[config.mk]
export PLATFORM = sky130hd
export DESIGN_NAME = spartan_split
export DESIGN_NICKNAME = d
export VERILOG_FILES = /design/src/rtl/spartan_split.sv
export SDC_FILE = /design/constraint.sdc
export NUM_CORES = 1
export LEC_CHECK = 0
export ABC_AREA = 1
export CAP_MARGIN = 5
export CORE_ASPECT_RATIO = 1.1
export CORE_MARGIN = 2
export CORE_UTILIZATION = 52
export CTS_BUF_LIST = sky130_fd_sc_hd__clkbuf_4
export CTS_CLUSTER_SIZE = 30
export DETAILED_ROUTE_END_ITERATION = 7
export PLACE_DENSITY_LB_ADDON = 0.1
export SLEW_MARGIN = 5
export SYNTH_ARGS = -nofsm -noshare
export SYNTH_HDL_FRONTEND = slang
export SYNTH_HIERARCHICAL = 1
export SYNTH_SLANG_ARGS = --single-unit
export TNS_END_PERCENT = 50
[constraint.sdc]
create_clock -name CLK -period 11.2 [get_ports CLK]
set_input_delay 2.24 -clock CLK [delete_from_list [all_inputs] [get_ports CLK]]
set_output_delay 2.24 -clock CLK [all_outputs]
set_load 0.01 [all_outputs]
[src/rtl/spartan_split.sv]
// One-master-to-two-slave Spartan bus splitter: address-routed request path
// and packet-atomic round-robin response merge, each through a 2-entry skid.

module spartan_split_skid #(
  parameter int W = 66
) (
  input  logic         clk,
  input  logic         rst_n,
  input  logic [W-1:0] in_data,
  input  logic         in_vld,
  output logic         in_rdy,
  output logic [W-1:0] out_data,
  output logic         out_vld,
  input  logic         out_rdy
);

  logic [W-1:0] head_q, head_d;
  logic [W-1:0] tail_q, tail_d;
  logic [1:0]   count_q, count_d;
  logic         en_q;
  logic         push, pop;

  // en_q keeps the input ready low for as long as reset is held
  assign in_rdy   = en_q && (count_q != 2'd2);
  assign out_vld  = (count_q != 2'd0);
  assign out_data = head_q;
  assign push     = in_vld && in_rdy;
  assign pop      = out_vld && out_rdy;

  always_comb begin
    head_d  = head_q;
    tail_d  = tail_q;
    count_d = count_q;
    case ({push, pop})
      2'b10: begin
        if (count_q == 2'd0) head_d = in_data;
        else                 tail_d = in_data;
        count_d = count_q + 2'd1;
      end
      2'b01: begin
        head_d  = tail_q;
        count_d = count_q - 2'd1;
      end
      2'b11: begin
        if (count_q == 2'd1) begin
          head_d = in_data;
        end else begin
          head_d = tail_q;
          tail_d = in_data;
        end
      end
      default: ;
    endcase
  end

  always_ff @(posedge clk) begin
    if (!rst_n) begin
      count_q <= 2'd0;
      en_q    <= 1'b0;
    end else begin
      count_q <= count_d;
      en_q    <= 1'b1;
    end
  end

  always_ff @(posedge clk) begin
    head_q <= head_d;
    tail_q <= tail_d;
  end

endmodule

module spartan_split #(
  parameter int BWIDTH  = 64,
  parameter int SEL_BIT = 31
) (
  input  logic              CLK,
  input  logic              RST,
  input  logic [BWIDTH+1:0] SpMBUS,
  input  logic              SpMVLD,
  output logic              SpMRDY,
  output logic [BWIDTH+1:0] SpSBUS,
  output logic              SpSVLD,
  input  logic              SpSRDY,
  output logic [BWIDTH+1:0] SpMBUS_0,
  output logic [BWIDTH+1:0] SpMBUS_1,
  output logic              SpMVLD_0,
  output logic              SpMVLD_1,
  input  logic              SpMRDY_0,
  input  logic              SpMRDY_1,
  input  logic [BWIDTH+1:0] SpSBUS_0,
  input  logic [BWIDTH+1:0] SpSBUS_1,
  input  logic              SpSVLD_0,
  input  logic              SpSVLD_1,
  output logic              SpSRDY_0,
  output logic              SpSRDY_1
);

  localparam int FW = BWIDTH + 2;

  typedef enum logic {ARB_IDLE, ARB_LOCK} arb_state_e;

  logic [FW-1:0] req_head;
  logic          req_vld;
  logic          req_out_rdy;
  logic          req_target;
  logic          req_is_hdr;
  logic          route_q, route_d;

  logic [FW-1:0] rsp_in_bus;
  logic          rsp_in_vld;
  logic          rsp_in_rdy;
  logic          grant;
  arb_state_e    arb_state_q, arb_state_d;
  logic          lock_grant_q, lock_grant_d;
  logic          prio_q, prio_d;

  spartan_split_skid #(.W(FW)) u_req_skid (
    .clk      (CLK),
    .rst_n    (RST),
    .in_data  (SpMBUS),
    .in_vld   (SpMVLD),
    .in_rdy   (SpMRDY),
    .out_data (req_head),
    .out_vld  (req_vld),
    .out_rdy  (req_out_rdy)
  );

  // Data flits follow the slave chosen by the most recent header to leave
  always_comb begin
    req_is_hdr  = !req_head[FW-1];
    req_target  = req_is_hdr ? req_head[SEL_BIT] : route_q;
    req_out_rdy = req_target ? SpMRDY_1 : SpMRDY_0;
    route_d     = route_q;
    if (req_vld && req_out_rdy && req_is_hdr) route_d = req_head[SEL_BIT];
  end

  assign SpMBUS_0 = req_head;
  assign SpMBUS_1 = req_head;
  assign SpMVLD_0 = req_vld && !req_target;
  assign SpMVLD_1 = req_vld && req_target;

  // Grant is held for the whole packet once its first non-last flit moves
  always_comb begin
    arb_state_d  = arb_state_q;
    lock_grant_d = lock_grant_q;
    prio_d       = prio_q;
    grant        = prio_q;
    if (arb_state_q == ARB_LOCK)      grant = lock_grant_q;
    else if (SpSVLD_0 && !SpSVLD_1)   grant = 1'b0;
    else if (SpSVLD_1 && !SpSVLD_0)   grant = 1'b1;
    rsp_in_bus = grant ? SpSBUS_1 : SpSBUS_0;
    rsp_in_vld = grant ? SpSVLD_1 : SpSVLD_0;
    if (rsp_in_vld && rsp_in_rdy) begin
      if (rsp_in_bus[FW-1] == rsp_in_bus[FW-2]) begin
        arb_state_d = ARB_IDLE;
        prio_d      = !grant;
      end else begin
        arb_state_d  = ARB_LOCK;
        lock_grant_d = grant;
      end
    end
  end

  assign SpSRDY_0 = rsp_in_rdy && !grant;
  assign SpSRDY_1 = rsp_in_rdy && grant;

  always_ff @(posedge CLK) begin
    if (!RST) begin
      route_q      <= 1'b0;
      arb_state_q  <= ARB_IDLE;
      lock_grant_q <= 1'b0;
      prio_q       <= 1'b0;
    end else begin
      route_q      <= route_d;
      arb_state_q  <= arb_state_d;
      lock_grant_q <= lock_grant_d;
      prio_q       <= prio_d;
    end
  end

  spartan_split_skid #(.W(FW)) u_rsp_skid (
    .clk      (CLK),
    .rst_n    (RST),
    .in_data  (rsp_in_bus),
    .in_vld   (rsp_in_vld),
    .in_rdy   (rsp_in_rdy),
    .out_data (SpSBUS),
    .out_vld  (SpSVLD),
    .out_rdy  (SpSRDY)
  );

endmodule

==> results <==
- The count of boundary I/O pins is 410.
- The number of global-route vias before repair is between 9000 and 10000.
- In this run the post-CTS setup repair buffer count came out at 0.
- Synthesis inferred around 270 register bits.
- The number of buffers and inverters on the critical path is 4.
- Traced cell by cell, the critical path runs through clkdlybuf4s50_1 > inv_1 > a21oi_2 > nand2_4 > nand2_4 > inv_2 > nor2_1 > clkdlybuf4s50_1.
- Data on the critical path arrives at its endpoint at ~4.3 ns.
- The synthesis-to-finish area growth is 36.0%.
- The share of final-layout standard cells stronger than drive strength 1 is under 10%.
- The required time at the endpoint of the critical path is 8.96 ns.
- The worst setup path is of the input pin to primary output kind.
- The post-placement setup slack is approximately 4.6 ns.
- The H-tree depth is 3.
- After the last flow step, the layout net total stands at between 1500 and 2000.
- Across the VDD grid, the largest voltage drop is 0.111 mV.
- The slew at the pin closest to its max-slew limit is about 1.1 ns.
- The netlist area before placement is between 10000 and 15000 um^2.
- The routability-driven placement congestion ratio is 0.850.
- Setup repair after global routing left no endpoint under its margin.
- The TritonCTS buffer count is 70.
- Entering global routing, the biggest net connects 74 pins.
- In this run the power density over the cells is 243 nW/um^2.
- Along the worst path, the maximum fanout reaches 73.
- The path type of the worst min-delay path is flip-flop to flip-flop.
- The number of rows created at floorplan is 60.
- In this design, the stage delay of the slowest critical-path cell is 0.54 ns.
- Of all flip-flops after synthesis, the portion carrying an async set or reset was 0%.
- After the first detailed-routing iteration, the DRC count stood at 505.
- Static timing analysis puts the maximum clock frequency at ~150 MHz.
- In this run the standard cell core region covers about 24000 um^2.
- The share of the clock period used by the worst path is 58.4%.
- After synthesis, the most frequently instantiated cells are sky130_fd_sc_hd__nand2_1 (622), sky130_fd_sc_hd__edfxtp_1 (264), sky130_fd_sc_hd__inv_1 (162).
- The detailed router placed roughly 9900 vias in this run.
- The most common cell in the synthesized netlist is sky130_fd_sc_hd__nand2_1.
- The die span in y is approximately 170 um.
- The family with the most delay on the worst path is buffers and inverters.
- The die is around 150 um wide.
- The clock arrives with between 0.04 and 0.05 ns of skew.
- The proportion of synthesized chip area in sequential cells is between 60% and 70%.
- Clock-pin slew was measured on the worst setup and hold paths at approximately 0.060 ns.
- The number of flops mapped to enable cells by yosys is 264.
- The category of the worst setup path launch point is an input pin.
- Before antenna repair, the detailed router went through 5 iterations.
- Summing all multi-input logic gate instances after layout gives 3370 um^2.
- The number of nets with antenna violations after detailed routing is 0.
- The number of antenna violations at the first check in global routing is 1.
- The gate count of the mapped netlist is between 1000 and 1500.
- The fill cell instance count of the final layout is between 1500 and 2000.
- The clock drives roughly 270 sinks.
- Once the clock tree was built, the resizer swapped 0 gates to a different size.
- The master of the slowest instance on the critical path is sky130_fd_sc_hd__clkdlybuf4s50_1.
- The detailed-route vias per instance is roughly 4.7.
- The dominant register cell in the synthesized netlist is sky130_fd_sc_hd__edfxtp_1.
- The max-slew violation count came to 0.
- The final count of hold timing violations is 0.
- After detailed routing, the average wire length per cell comes to 14.6 um.
- The total global routing overflow is 0.
- The final hold slack is ~0.47 ns.
- The overall track demand over capacity in global routing is between 20 and 25%.
- The number of buffers inserted by hold repair at cts is 0.
- The number of max-capacitance violations reported is 0.
- The design draws 4.27 mW.
- The relative max-transition margin is between 20 and 30%.
- The final layout contains routed wiring with a total length of approximately 31 mm.
- The maximum count of clock buffers along a single path is 3.
- The library cell occupying the most area in the post-synthesis netlist is sky130_fd_sc_hd__edfxtp_1.
- The number of failing setup endpoints in the final timing report is 0.
- Dividing the synthesized area by the synthesized cell count gives between 9 and 10 um^2.
- The endpoint kind of the worst setup timing path is a primary output.
- The share of the synthesized area in the top cell type is 61.3%.
- The clock reaches the later pin of the worst-skew pair after 0.65 ns.
- The flow ran to the end, and the final reports show no timing, DRC or antenna violations.
- The detailed placer's ending HPWL is roughly 21 mm.
- Synthesis produced a netlist with a net count of between 1500 and 2000.
- Setup slack closes at 4.66 ns.
- Ranked by total cell area, the synthesized netlist is headed by sky130_fd_sc_hd__edfxtp_1 (61%), sky130_fd_sc_hd__nand2_1 (18%), sky130_fd_sc_hd__buf_4 (5.0%).
- After routing, the total negative slack on setup checks comes to 0 ns.
- The area of the die is roughly 26000 um^2.
- CTS placed an instance of sky130_fd_sc_hd__clkbuf_4 at the clock tree root.
- The first global-routing pass estimated about 47 mm of wire.
- The leakage power total is approximately 7.8 nW.
- The worst path needs 6.54 ns of the cycle, external delays included.
- The area used by sequential logic in the layout is slightly above 8000 um^2.
- The initial core utilization is 52.8%.
- The number of unique standard cell types used by synthesis is 26.
- The TritonCTS clock tree is yes.
- After detailed routing, the number of remaining DRC violations is 0.
- The count of buffers inserted at the top-level ports is slightly above 400.
- The warning count from the yosys run is 6.
==> cell usage in the layout, fill, tap and decap left out, drive strengths merged <==
cell type	instances
a21boi	3
edfxtp	264
clkdlybuf4s50	409
inv	168
mux2i	1
ha	13
nor2	147
clkinv	5
clkbuf	107
nand3	8
diode	5
dfxtp	10
buf	11
nor3	1
bufinv	2
nand3b	3
o21ai	10
a21oi	6
nand2	628
==> logic make-up (layout without fill, tap and decap cells) <==
| kind of cell | count (synthesis) | count (layout) | synth area share [%] |
|---|---|---|---|
| and+or+nand+nor | 787 | 787 | 23.3 |
| buffers and inverters | 289 | 702 | 11.6 |
| DFF | 274 | 274 | 62.9 |
| AOI/OAI and AO/OA | 19 | 19 | 0.881 |
| adders and majority gates | 13 | 13 | 1.26 |
| muxes | 1 | 1 | 0.0774 |
| other | 0 | 5 | 0 |
==> final timing paths <==
| check | from | end | slack (ns) | cells after the start |
|---|---|---|---|---|
| setup / recovery | SpSVLD_1 | SpSRDY_1 | 4.66 | 8 |
| hold / removal | route_q | route_q | 0.47 | 2 |
| setup reg to reg | arb_state_q | u_rsp_skid/tail_q[55] | 7.18 | 12 |
| hold reg to reg | route_q | route_q | 0.47 | 2 |
==> cell type report <==
cell class	instances	share of cell area [%]
clock buffers	107	4.57
repair buffers	420	23.8
diodes	5	0.0712
flip-flops and latches	274	46.2
clock inverters	8	0.477
well taps	310	2.21
multi-input cells	820	19.1
inverters	167	3.56
==> per-layer routing <==
| layer | GRT usage, % | vias to the layer above | part of all wire (%) |
|---|---|---|---|
| met5 | 0 | - | 0 |
| met4 | 9.70 | 0 | 3.1 |
| met3 | 7.35 | 63 | 9.2 |
| met2 | 41.4 | 422 | 51 |
| met1 | 25.7 | 4404 | 37 |
| li1 | - | 4992 | - |
==> worst min-delay path: stages, from the launching register on <==
cell,delay (ns)
sky130_fd_sc_hd__dfxtp_1,0.31
sky130_fd_sc_hd__nand2_1,0.05
sky130_fd_sc_hd__a21boi_0,0.06
==> registers in the layout, summed over array words and instances (netlist names) <==
name                 count
arb_state_q              1
lock_grant_q             1
prio_q                   1
route_q                  1
u_req_skid/count_q       2
u_req_skid/en_q          1
u_req_skid/out_data     66
u_req_skid/tail_q       66
u_rsp_skid/count_q       2
u_rsp_skid/en_q          1
u_rsp_skid/out_data     66
u_rsp_skid/tail_q       66
==> through the flow <==
step	area (um^2)	utilization, %	instances
detailed placement	16700	68.2	1991
floorplan	12900	-	1383
global route	17600	71.9	2111
finish	17600	71.9	2111
global placement	16700	68.2	1991
CTS	17600	71.8	2106
==> power breakdown <==
| group | internal, mW | switching (mW) |
|---|---|---|
| clock | 0.476 | 0.381 |
| combinational | 0.757 | 0.923 |
| sequential | 1.60 | 0.124 |
Power figures use the tool's default switching activity.
